[config.mk]
export PLATFORM = sky130hd
export DESIGN_NAME = hart_load_store_unit
export DESIGN_NICKNAME = d
export VERILOG_FILES = /design/src/rtl/hart_load_store_unit.sv
export SDC_FILE = /design/constraint.sdc
export NUM_CORES = 1
export LEC_CHECK = 0
export ABC_AREA = 1
export CORE_MARGIN = 3
export CORE_UTILIZATION = 41
export DETAILED_ROUTE_END_ITERATION = 16
export PLACE_DENSITY_LB_ADDON = 0.15
export SYNTH_ARGS = -nofsm -noshare
export SYNTH_HDL_FRONTEND = slang
export SYNTH_SLANG_ARGS = --single-unit
[constraint.sdc]
create_clock -name clk -period 4.1 [get_ports clk]
set_input_delay 0.82 -clock clk [delete_from_list [all_inputs] [get_ports clk]]
set_output_delay 0.82 -clock clk [all_outputs]
set_load 0.1 [all_outputs]
[src/rtl/hart_load_store_unit.sv]
// hart_load_store_unit: one load or store per start over a req/ack data bus.
// Define LSU_MISALIGN_TRAP_EN to fault misaligned half/word accesses.
module hart_load_store_unit #(
    parameter int XLEN           = 32,
    parameter int TIMEOUT_CYCLES = 255
) (
    input  logic            clk,
    input  logic            reset,
    input  logic            start,
    input  logic            is_load,
    input  logic            is_store,
    input  logic [2:0]      funct3,
    input  logic [XLEN-1:0] addr,
    input  logic [XLEN-1:0] store_val,
    output logic            busy,
    output logic            done,
    output logic            fault,
    output logic [XLEN-1:0] load_val,
    output logic            mem_req,
    output logic            mem_we,
    output logic [XLEN-1:0] mem_addr,
    output logic [3:0]      mem_be,
    output logic [XLEN-1:0] mem_wdata,
    input  logic            mem_ack,
    input  logic [XLEN-1:0] mem_rdata
);

    localparam int CW = (TIMEOUT_CYCLES > 0) ? $clog2(TIMEOUT_CYCLES + 1) : 1;
    localparam logic [CW-1:0] TO_MAX = CW'(TIMEOUT_CYCLES);

    typedef enum logic [1:0] {IDLE, REQ, DONE} state_t;

    state_t          state;
    logic [CW-1:0]   cnt;
    logic [CW-1:0]   cnt_nx;
    logic [1:0]      r_off;
    logic [1:0]      r_size;
    logic            r_load;

    logic [1:0]      off;
    logic            bad;
    logic [3:0]      be_c;
    logic [XLEN-1:0] wdata_c;
    logic [XLEN-1:0] shifted;
    logic [XLEN-1:0] ld_c;

    assign cnt_nx = cnt + CW'(1);

    // Decode the request: aligned lane offset, legality, enables, write data.
    always_comb begin
        off     = addr[1:0];
        be_c    = 4'b1111;
        wdata_c = '0;
        unique case (funct3[1:0])
            2'b00:   off = addr[1:0];
            2'b01:   off = {addr[1], 1'b0};
            default: off = 2'b00;
        endcase
        bad = (is_load && is_store)
            || (is_load && (funct3 == 3'b011 || funct3[2:1] == 2'b11))
            || (is_store && funct3 >= 3'b011);
`ifdef LSU_MISALIGN_TRAP_EN
        if ((is_load || is_store)
            && ((funct3[1:0] == 2'b01 && addr[0])
                || (funct3[1:0] == 2'b10 && addr[1:0] != 2'b00)))
            bad = 1'b1;
`endif
        if (is_store) begin
            unique case (funct3[1:0])
                2'b00: begin
                    be_c    = 4'b0001 << off;
                    wdata_c = {4{store_val[7:0]}};
                end
                2'b01: begin
                    be_c    = 4'b0011 << off;
                    wdata_c = {2{store_val[15:0]}};
                end
                default: begin
                    be_c    = 4'b1111;
                    wdata_c = store_val;
                end
            endcase
        end
    end

    // Right-justify and zero-fill the addressed lanes of the returned word.
    always_comb begin
        shifted = mem_rdata >> {r_off, 3'b000};
        unique case (r_size)
            2'b00:   ld_c = {{(XLEN-8){1'b0}}, shifted[7:0]};
            2'b01:   ld_c = {{(XLEN-16){1'b0}}, shifted[15:0]};
            default: ld_c = shifted;
        endcase
    end

    // Access sequencer: IDLE -> (REQ) -> DONE with all outputs registered.
    always_ff @(posedge clk or posedge reset) begin
        if (reset) begin
            state     <= IDLE;
            cnt       <= '0;
            r_off     <= 2'b00;
            r_size    <= 2'b00;
            r_load    <= 1'b0;
            busy      <= 1'b0;
            done      <= 1'b0;
            fault     <= 1'b0;
            load_val  <= '0;
            mem_req   <= 1'b0;
            mem_we    <= 1'b0;
            mem_addr  <= '0;
            mem_be    <= 4'b0000;
            mem_wdata <= '0;
        end else begin
            done <= 1'b0;
            unique case (state)
                IDLE: begin
                    if (start) begin
                        busy     <= 1'b1;
                        fault    <= 1'b0;
                        load_val <= '0;
                        cnt      <= '0;
                        r_off    <= off;
                        r_size   <= funct3[1:0];
                        r_load   <= is_load;
                        if (bad) begin
                            state <= DONE;
                            done  <= 1'b1;
                            fault <= 1'b1;
                        end else if (!is_load && !is_store) begin
                            state <= DONE;
                            done  <= 1'b1;
                        end else begin
                            state     <= REQ;
                            mem_req   <= 1'b1;
                            mem_we    <= is_store;
                            mem_addr  <= {addr[XLEN-1:2], 2'b00};
                            mem_be    <= be_c;
                            mem_wdata <= wdata_c;
                        end
                    end
                end
                REQ: begin
                    if (mem_ack) begin
                        if (r_load)
                            load_val <= ld_c;
                        state     <= DONE;
                        done      <= 1'b1;
                        mem_req   <= 1'b0;
                        mem_we    <= 1'b0;
                        mem_addr  <= '0;
                        mem_be    <= 4'b0000;
                        mem_wdata <= '0;
                    end else begin
                        cnt <= cnt_nx;
                        if (TIMEOUT_CYCLES != 0 && cnt_nx == TO_MAX) begin
                            state     <= DONE;
                            done      <= 1'b1;
                            fault     <= 1'b1;
                            load_val  <= '0;
                            mem_req   <= 1'b0;
                            mem_we    <= 1'b0;
                            mem_addr  <= '0;
                            mem_be    <= 4'b0000;
                            mem_wdata <= '0;
                        end
                    end
                end
                DONE: begin
                    busy  <= 1'b0;
                    state <= IDLE;
                end
                default: state <= IDLE;
            endcase
        end
    end

endmodule

==> flow_summary.yaml, run 1 <==
logic_synthesis:
  synthCells: 746
  synth-xor-area-share_pct: 0
  ys_warn_count: 0
  synth_compound_area_share_pct: 11.5
  synthSimpleGateAreaFrac_pct: 30.8
  avgSynthCellArea_um2: 8.02
  synthMuxAreaShare_pct: 0
  synthAdderAreaFrac_pct: 0.418
  yosys.area.top_type: "dfrtp_1"
  yosys-top-cells-area: "dfrtp_1, nand2_1, nand3_1"
  netlist_area_um2: 5990
  ys_seq_area_share_pct: 49.3
  synth-seq-cells: 118
  synth_top_area_share_pct: 49.3
  synth_top_family_by_area: "simple AND/OR/NAND/NOR gates"
  synth.distinct_cells: 28
clocking:
  tritoncts: "done"
  clock_latency_ps: 420
  clock_path_buffers: 2
  numCtsBuffers: 17
  cts.sinks: 118
  cts-root-buf: "clkbuf_16"
  htreeDepth: 4
  hold_buffers: 0
  clkTransAtPathRegs_ps: 50
  post_cts_buffers: 0
  cts.repair.resized: 0
route:
  ant_nets: 0
  dr.first_iter.drc_count: 521
  num_vias: 5618
  drc: 0
  drt-wirelength-per-cell_um: 15.5
  wl_um: 17400
  first_pass_iters: 4
  vias_per_cell: 4.99
critical_path:
  crit_path_end: "mem_wdata[28]"
  worstSetupEndpointType: "output port"
  critPathMaxFanout: 2
  crit_type: "flop to output port"
  critPathRequiredTime_ps: 3280
  cp_num_buf_inv: 1
  r2r_slack_ps: 1830
  cp_num_cells: 1
  cp_cell_sequence: "clkdlybuf4s50_1"
  reg2reg_depth: 11
  startpoint_type: "flop"
  r2r_start: "cnt[1]"
  path_delay_family: "buffers and inverters"
  critPathSlowestCell: "clkdlybuf4s50_1"
  cp_data_arrival_time_ps: 1960
  startpoint: "mem_wdata[28]"
  reg2reg_to: "load_val[28]"
  slowest_delay_ps: 1190
cells_and_area:
  drive_gt1_share_pct: 9.10
  mostFrequentLayoutCells: "nand2_1, clkdlybuf4s50_1, nand3_1"
  nets: 1039
  antenna_cells: 0
  final_area_um2: 8640
  final_common_cell: "nand2_1"
  syn_to_final_growth_pct: 44.4
power:
  p_switching_uw: 2920
  power.density_nw_per_um2: 680
  power.leakage_uw: 0.00406
  power_frac_comb_pct: 48.8
  switching_share_pct: 49.6
  seq_power_share_pct: 26.4
  ir_worst_vdd_mv: 0.569
  p_int_uw: 2960
  clock_power_share_pct: 24.9
  power.total_uw: 5880
timing:
  maxSlewHeadroom_pct: 30.6
  worstMarginPinSlew_ps: 1040
  rsz0062_at_grt: "no"
  skew_ps: 8.10
  drv_slew: 0
  fin_crit_ps: 2780
  period_share_pct: 67.8
  timing.setup.tns_ps: 0
  max_clock_freq_mhz: 360
  setup_viol: 0
  hold_viol_final: 0
global_route:
  grt_pass1_wl_um: 27800
  grt_start_max_net_pins: 71
  grt.overflow.total: 0
  grt_pass1_vias: 5395
  antenna_found_initial: 0
  gr-usage-all-layers_pct: 21.7
placement:
  placed_cell_area_um2: 8060
  io_buffers: 207
  post-dp-hpwl_um: 11700
  place_congestion: 0.833
run:
  drv_cap: 0
floorplanning:
  boundaryPins: 210
  die_w_um: 127
  fp.coreArea_um2: 14100
  die_y_um: 127
  die_area_um2: 16100
  num_rows: 43
  start_util_pct: 42.5
min_path:
  worstHoldPathType: "flop to flop"
outcome:
  run_status: "finished clean"
[flip-flops by register name, indices dropped and copies added, names as in the netlist]
| name | flops |
|---|---|
| load_val | 32 |
| mem_wdata | 32 |
| mem_addr | 30 |
| cnt | 8 |
| mem_be | 4 |
| r_off | 2 |
| r_size | 2 |
| state | 2 |
| busy | 1 |
| done | 1 |
| fault | 1 |
| mem_req | 1 |
| mem_we | 1 |
| r_load | 1 |
[layout make-up]
cell class	instances	area, µm²
Timing Repair Buffer	213	2140
Sequential cell	118	2950
Clock inverter	12	128
Clock buffer	20	457
Multi-Input combinational cell	536	2560
Inverter	46	175
Fill cell	1271	5450
Tap cell	180	225
[per-stage QoR]
step	hold slack, ps	std cells	util, %	setup WS, ps
floorplan	450	747	-	151
global placement	463	1093	57.2	1020
detailed placement	466	1093	57.2	972
finish	474	1125	61.3	1320
global route	496	1125	61.3	1120
CTS	479	1125	61.3	1300
[layer usage]
metal | GRT usage (%) | vias up | wire length (µm) | part of all wire [%]
met5 | 0 | - | 0 | 0
met4 | 8.64 | 0 | 428 | 2.5
met3 | 7.83 | 33 | 1450 | 8.3
met2 | 33.4 | 197 | 8090 | 46
met1 | 27.8 | 2572 | 7440 | 43
li1 | - | 2816 | - | -
[power groups by stage]
stage                     logic [µW]  registers (µW)  clock network, µW
after global placement          2870            1560                  0
after global routing            2990            1580               1550
final                           2870            1550               1460
after detailed placement        2880            1560                  0
after CTS                       2880            1550               1490
after floorplan                  529            3200                  0
[cells in the mapped netlist]
master / number
o21ai_2: 32
ha_1: 2
a21oi_1: 12
dfrtp_1: 118
nor2_8: 1
nand3_2: 1
nand2_4: 2
nand3_1: 127
clkinv_1: 2
buf_1: 7
nor2_4: 3
nand2_1: 248
inv_1: 39
conb_1: 1
o22ai_1: 9
buf_2: 5
o21ai_0: 28
nor2_1: 44
clkbuf_1: 16
o211ai_1: 16
o21bai_1: 1
buf_4: 7
nand2_2: 2
nor2_2: 2
inv_2: 5
o21ai_1: 2
buf_6: 12
a22oi_1: 2
[logic make-up after synthesis]
logic type / after synthesis
and+or+nand+nor: 430
AOI/OAI and AO/OA: 102
buffers and inverters: 93
DFF: 118
adders and majority gates: 2
other: 1
[worst min-delay path by stage]
stage                            start      endpoint  slack [ps]  depth (start not counted)
after floorplan                 r_load        r_load         450                          2
after global placement     load_val[7]   load_val[7]         460                          2
after detailed placement   load_val[6]   load_val[6]         470                          2
after CTS                  load_val[6]   load_val[6]         480                          2
after global routing      load_val[18]  load_val[18]         500                          2
final                      load_val[6]   load_val[6]         470                          2
No activity file was read; power rests on OpenSTA's default activity.
==> run 2, diff against run 1 <==
Clock period 4.1 ns to 2.3 ns, I/O delays scaled along.
==> run 2 against run 1 <==
  * Global-route usage increased by 0.15 points
  * Critical path depth increased by 11
  * Clock skew decreased by 2.3 ps
  * Non-clock buffer count increased by 15
  * Critical path type is now flop to flop
  * Largest power group unchanged
==> flow_summary.yaml, run 2 (synthesis results as in run 1) <==
outcome:
  run_status: "finished clean"
cells_and_area:
  mostFrequentLayoutCells: "nand2_1, nand3_1, dfrtp_1"
  fill_cells: 1300
  reg_top3: "load_val x32, mem_wdata x32, mem_addr x30"
  syn_to_final_growth_pct: 44.0
  nets: 1054
  seq_area_um2: 2950
  drive_gt1_share_pct: 21.3
  antenna_cells: 0
  final_common_cell: "nand2_1"
  multiInputGateArea_um2: 2580
critical_path:
  worstSetupEndpointType: "flop"
  cp_cell_sequence: "ha_1, nand2_1, inv_1, nor2_1, nand3_1, nor2_1, nand3_2, nand2_2, nand2_8, buf_12, nand3_1, nand2_1"
  critPathRequiredTime_ps: 2610
  critPathMaxFanout: 28
  slowest_delay_ps: 420
  startpoint_type: "flop"
  critPathSlowestCell: "dfrtp_1"
  cp_data_arrival_time_ps: 2330
  crit_type: "flop to flop"
global_route:
  grt_pass1_wl_um: 28100
  grt_start_max_net_pins: 82
  gr-usage-all-layers_pct: 21.8
  grt.overflow.total: 0
  grt_pass1_vias: 5534
  antenna_found_initial: 0
route:
  vias_per_cell: 5.02
  wl_um: 17400
  dr.first_iter.drc_count: 363
  drt-wirelength-per-cell_um: 15.3
  drc: 0
  num_vias: 5719
  ant_nets: 0
  first_pass_iters: 5
power:
  power.total_uw: 10700
  power.leakage_uw: 0.00435
  ir_worst_vdd_mv: 0.921
  power.density_nw_per_um2: 1240
clocking:
  numCtsBuffers: 17
  clock_latency_ps: 410
  clock_path_buffers: 2
  htreeDepth: 4
  cts-root-buf: "clkbuf_16"
  post_cts_buffers: 0
  cts.sinks: 118
  clkTransAtPathRegs_ps: 50
  tritoncts: "done"
timing:
  timing.setup.tns_ps: 0
  maxSlewHeadroom_pct: 64.3
  worstMarginPinSlew_ps: 532
  rsz0062_at_grt: "no"
  drv_slew: 0
  max_clock_freq_mhz: 495
  worst_slack_ps: 279
  hold_viol_final: 0
  fin_crit_ps: 2020
  setup_viol: 0
  skew_ps: 5.79
  period_share_pct: 87.9
run:
  drv_cap: 0
floorplanning:
  start_util_pct: 42.5
  die_area_um2: 16100
  die_w_um: 127
  fp.coreArea_um2: 14100
  num_rows: 43
  die_y_um: 127
  boundaryPins: 210
placement:
  io_buffers: 207
  place_ws_ps: 121
  place_congestion: 0.881
  post-dp-hpwl_um: 12300
min_path:
  worstHoldPathType: "flop to flop"
## run 2: path summary, 6_finish.rpt
check / startpoint / to / slack, ps / depth (start not counted)
max in group asynchronous: reset / cnt[4] / 1370 / 3
setup / recovery: cnt[1] / mem_addr[11] / 280 / 12
hold / removal: load_val[12] / load_val[12] / 480 / 2
hold reg to reg: load_val[12] / load_val[12] / 480 / 2
min in group asynchronous: reset / mem_addr[2] / 500 / 3
setup reg to reg: cnt[1] / mem_addr[11] / 280 / 12
## run 2: stage by stage
step                cells  hold slack [ps]  area (µm²)  utilization [%]
finish               1139              480        8620             61.2
global route         1139              495        8620             61.2
CTS                  1139              481        8610             61.1
detailed placement   1108              469        7980             56.6
global placement     1108              467        7980             56.6
floorplan             747              450        5990                -
## run 2: layout make-up
class,count,area share [%]
clock buffer,22,5.62
clock inverter,9,1.71
inverter,46,2.05
multi-input combinational,536,29.9
sequential,118,34.2
tap,180,2.61
timing repair buffer,228,23.9
## run 2: worst max-delay path: cells and delay by family, from the launching register on
family                   cells  cell delay, ps
flip-flops                   1             420
buffers and inverters        2             250
AND/OR/NAND/NOR              9             990
adder cells (fa/ha/maj)      1             230
## run 2: what timing repair did
item,in CTS,in global routing
gates resized for setup,0,2
endpoints found under the hold margin,0,0
endpoints found under the setup margin,0,29
hold buffers,0,0
## run 2: where the power goes
part / internal [µW] / switching, µW / total, µW
sequential: 2510 / 281 / 2790
clock: 1910 / 934 / 2850
combinational: 1040 / 3980 / 5020
## run 2: metal layers
metal | vias up | GRT usage (%) | wire length, µm
met5 | - | 0 | 0
met4 | 0 | 5.99 | 274
met3 | 19 | 7.41 | 1350
met2 | 192 | 34.7 | 8310
met1 | 2670 | 28.5 | 7450
li1 | 2838 | - | -
==> run 3, diff against run 2 <==
Settings changed: HOLD_SLACK_MARGIN set to 0.03.
==> results of run 3 <==
Same layout as run 2: the final DEF is identical, and so are final timing and power.
==> variant: new RTL, config.mk and constraints of run 3 <==
Encoding of `state_t`: now one-hot (3 bits for 3 states).
--- a/src/rtl/hart_load_store_unit.sv
+++ b/src/rtl/hart_load_store_unit.sv
@@ -28,7 +28,7 @@
     localparam int CW = (TIMEOUT_CYCLES > 0) ? $clog2(TIMEOUT_CYCLES + 1) : 1;
     localparam logic [CW-1:0] TO_MAX = CW'(TIMEOUT_CYCLES);
 
-    typedef enum logic [1:0] {IDLE, REQ, DONE} state_t;
+    typedef enum logic [2:0] {IDLE = 3'b001, REQ = 3'b010, DONE = 3'b100} state_t;
 
     state_t          state;
     logic [CW-1:0]   cnt;
Check against the original RTL: no difference found for any inputs over 4 cycles, from zero or initial values and one cycle with reset high; so few cycles prove little.
==> variant against run 3 <==
Maximum frequency fell by 3.0%. Via count rose by 4.8%. Worst setup slack got worse by 0.063 ns. Die area is 0.65% lower. Cell area hardly changed. Area after synthesis down 0.69%. Wire length rose by 2.9%. Sequential cell count grew 1. Largest cell class unchanged. Combinational power up 51%. Power up 25%. Clock power down 9.5%. Highest routed layer unchanged. Clock skew is 0.0030 ns higher. Utilization rose by 0.27 points.
==> variant: results (changes against run 3) <==
The highest fanout seen on the critical path came out at 60 (+110%). The clock buffer count came out at 18 (-18%). The worst register-to-register path begins at cnt[0]$_DFFE_PP0P_. The path with the worst hold slack has its endpoint at mem_addr[11]$_DFFE_PP0P_.

The compound-gate portion of the synthesized area came to 0.0981 (-0.0171). The overall fraction of global-route tracks in use came to 0.224 (+0.00632). The cell area power density came out at 1540 nW/µm² (+25%). The non-clock buffering overhead in the final layout is 0.243 (+0.00392). The fraction of met1 tracks used by global routing came out at 0.293 (+0.00799).

The post-route met1 wirelength is 7.61 mm (+2.2%). The distinct cell type count of the synthesized netlist came out at 32 (+14%). The clock-cell share of area came out at 0.0672 (-0.00613). The number of inverters outside the clock class in the layout came out at 50 (+8.7%). The amount of wire on met2 after detailed routing came out at 8.58 mm (+3.2%).

The capturing element of the worst setup path is mem_addr[7]$_DFFE_PP0P_. The synthesized area divided by synthesized cell count is 7.55 µm² (-5.9%). The largest net degree at the start of global routing came out at 61 (-26%). The commonest cells after synthesis are sky130_fd_sc_hd__nand2_1, sky130_fd_sc_hd__dfrtp_1, sky130_fd_sc_hd__o21ai_0. The sequential cell area fraction in the yosys report is 0.501 (+0.00785). The pre-CTS worst setup slack came out at 0.0627 ns (-0.0581 ns). The area of placed instances is 8040 µm² (+0.77%). The total of fill cells in the finished design is 1,290 (-0.77%). The flow ran to the end, and the final reports show no timing, DRC or antenna violations.

The count of port buffers added during placement is 207 (unchanged). The clock network power is 2.58 mW (-9.5%). The area of the multi-input gates is 2560 µm² (-0.73%). The leakage power of the design is 4.38 nW (+0.64%). The flip-flop and latch count after synthesis came out at 119 (+0.85%).

The final wirelength came to 17.9 mm (+2.9%). The fraction of final layout cells with drive strength greater than 1 is 0.179 (-0.0342). The post-route worst hold slack came out at 0.468 ns (-0.0119 ns).

The cell count after placement was 1,155 (+4.2%). The routed wire length on met3 came out at 1.44 mm (+7.1%). The area share of xor/xnor cells in the synthesized design is 0 (unchanged). The minimum setup slack among reg-to-reg paths is 0.22 ns (-0.06 ns). The violation count after the first detailed-route iteration came out at 394 (+8.5%). The number of global-route vias before repair came out at 5,753 (+4.0%). The ratio of routed vias to standard cells is 5.05 (+0.50%). The total sequential power came out at 3.11 mW (+11%).

The synthesized-area fraction occupied by adder cells is 0.00421 (+0.0000290). The met3 usage in global routing is 0.0623 (-0.0118). The multi-input combinational cell count came out at 571 (+6.5%). The overall via count from detail_route is 5,995 (+4.8%). The placeable core region is 14,000 µm² (-0.38%). The global-route wire length before repair came to 28.8 mm (+2.5%). The non-clock buffer instance count of the final layout came to 236 (+3.5%).

The number of nets in the finished design is 1,102 (+4.6%). Yosys attributes the largest share of cell area to sky130_fd_sc_hd__dfrtp_1, sky130_fd_sc_hd__nand2_1, sky130_fd_sc_hd__o21ai_0. The final estimated routing congestion in global placement is 0.882 (about the same). The arrival time of the worst setup path is 2.39 ns (+0.06 ns). The switching power is 7.43 mW (+43%).

The sum of internal, switching and leakage power came out at 13.3 mW (+25%).
variant: cell count changes after synthesis, moves of 18 or more:
| cell | run 3 | this run |
|---|---|---|
| sky130_fd_sc_hd__nand2_1 | 248 | 324 |
| sky130_fd_sc_hd__nand4_1 | 0 | 35 |
| sky130_fd_sc_hd__o21ai_2 | 32 | 0 |
| sky130_fd_sc_hd__nand3_1 | 127 | 36 |
| sky130_fd_sc_hd__o21ai_1 | 2 | 22 |
| sky130_fd_sc_hd__o21ai_0 | 28 | 62 |
| sky130_fd_sc_hd__nor2_1 | 44 | 26 |
variant: critical path, delay by kind of cell, from the launching register on:
| kind | cells | cell delay, ns |
|---|---|---|
| buffers and inverters | 2 | 0.25 |
| adder cells (fa/ha/maj) | 1 | 0.26 |
| flip-flops | 1 | 0.42 |
| AND/OR/NAND/NOR | 9 | 1.03 |
variant: timing repair:
action,in CTS,in global routing
setup buffers,0,1
endpoints found under the hold margin,0,0
endpoints found under the setup margin,0,29
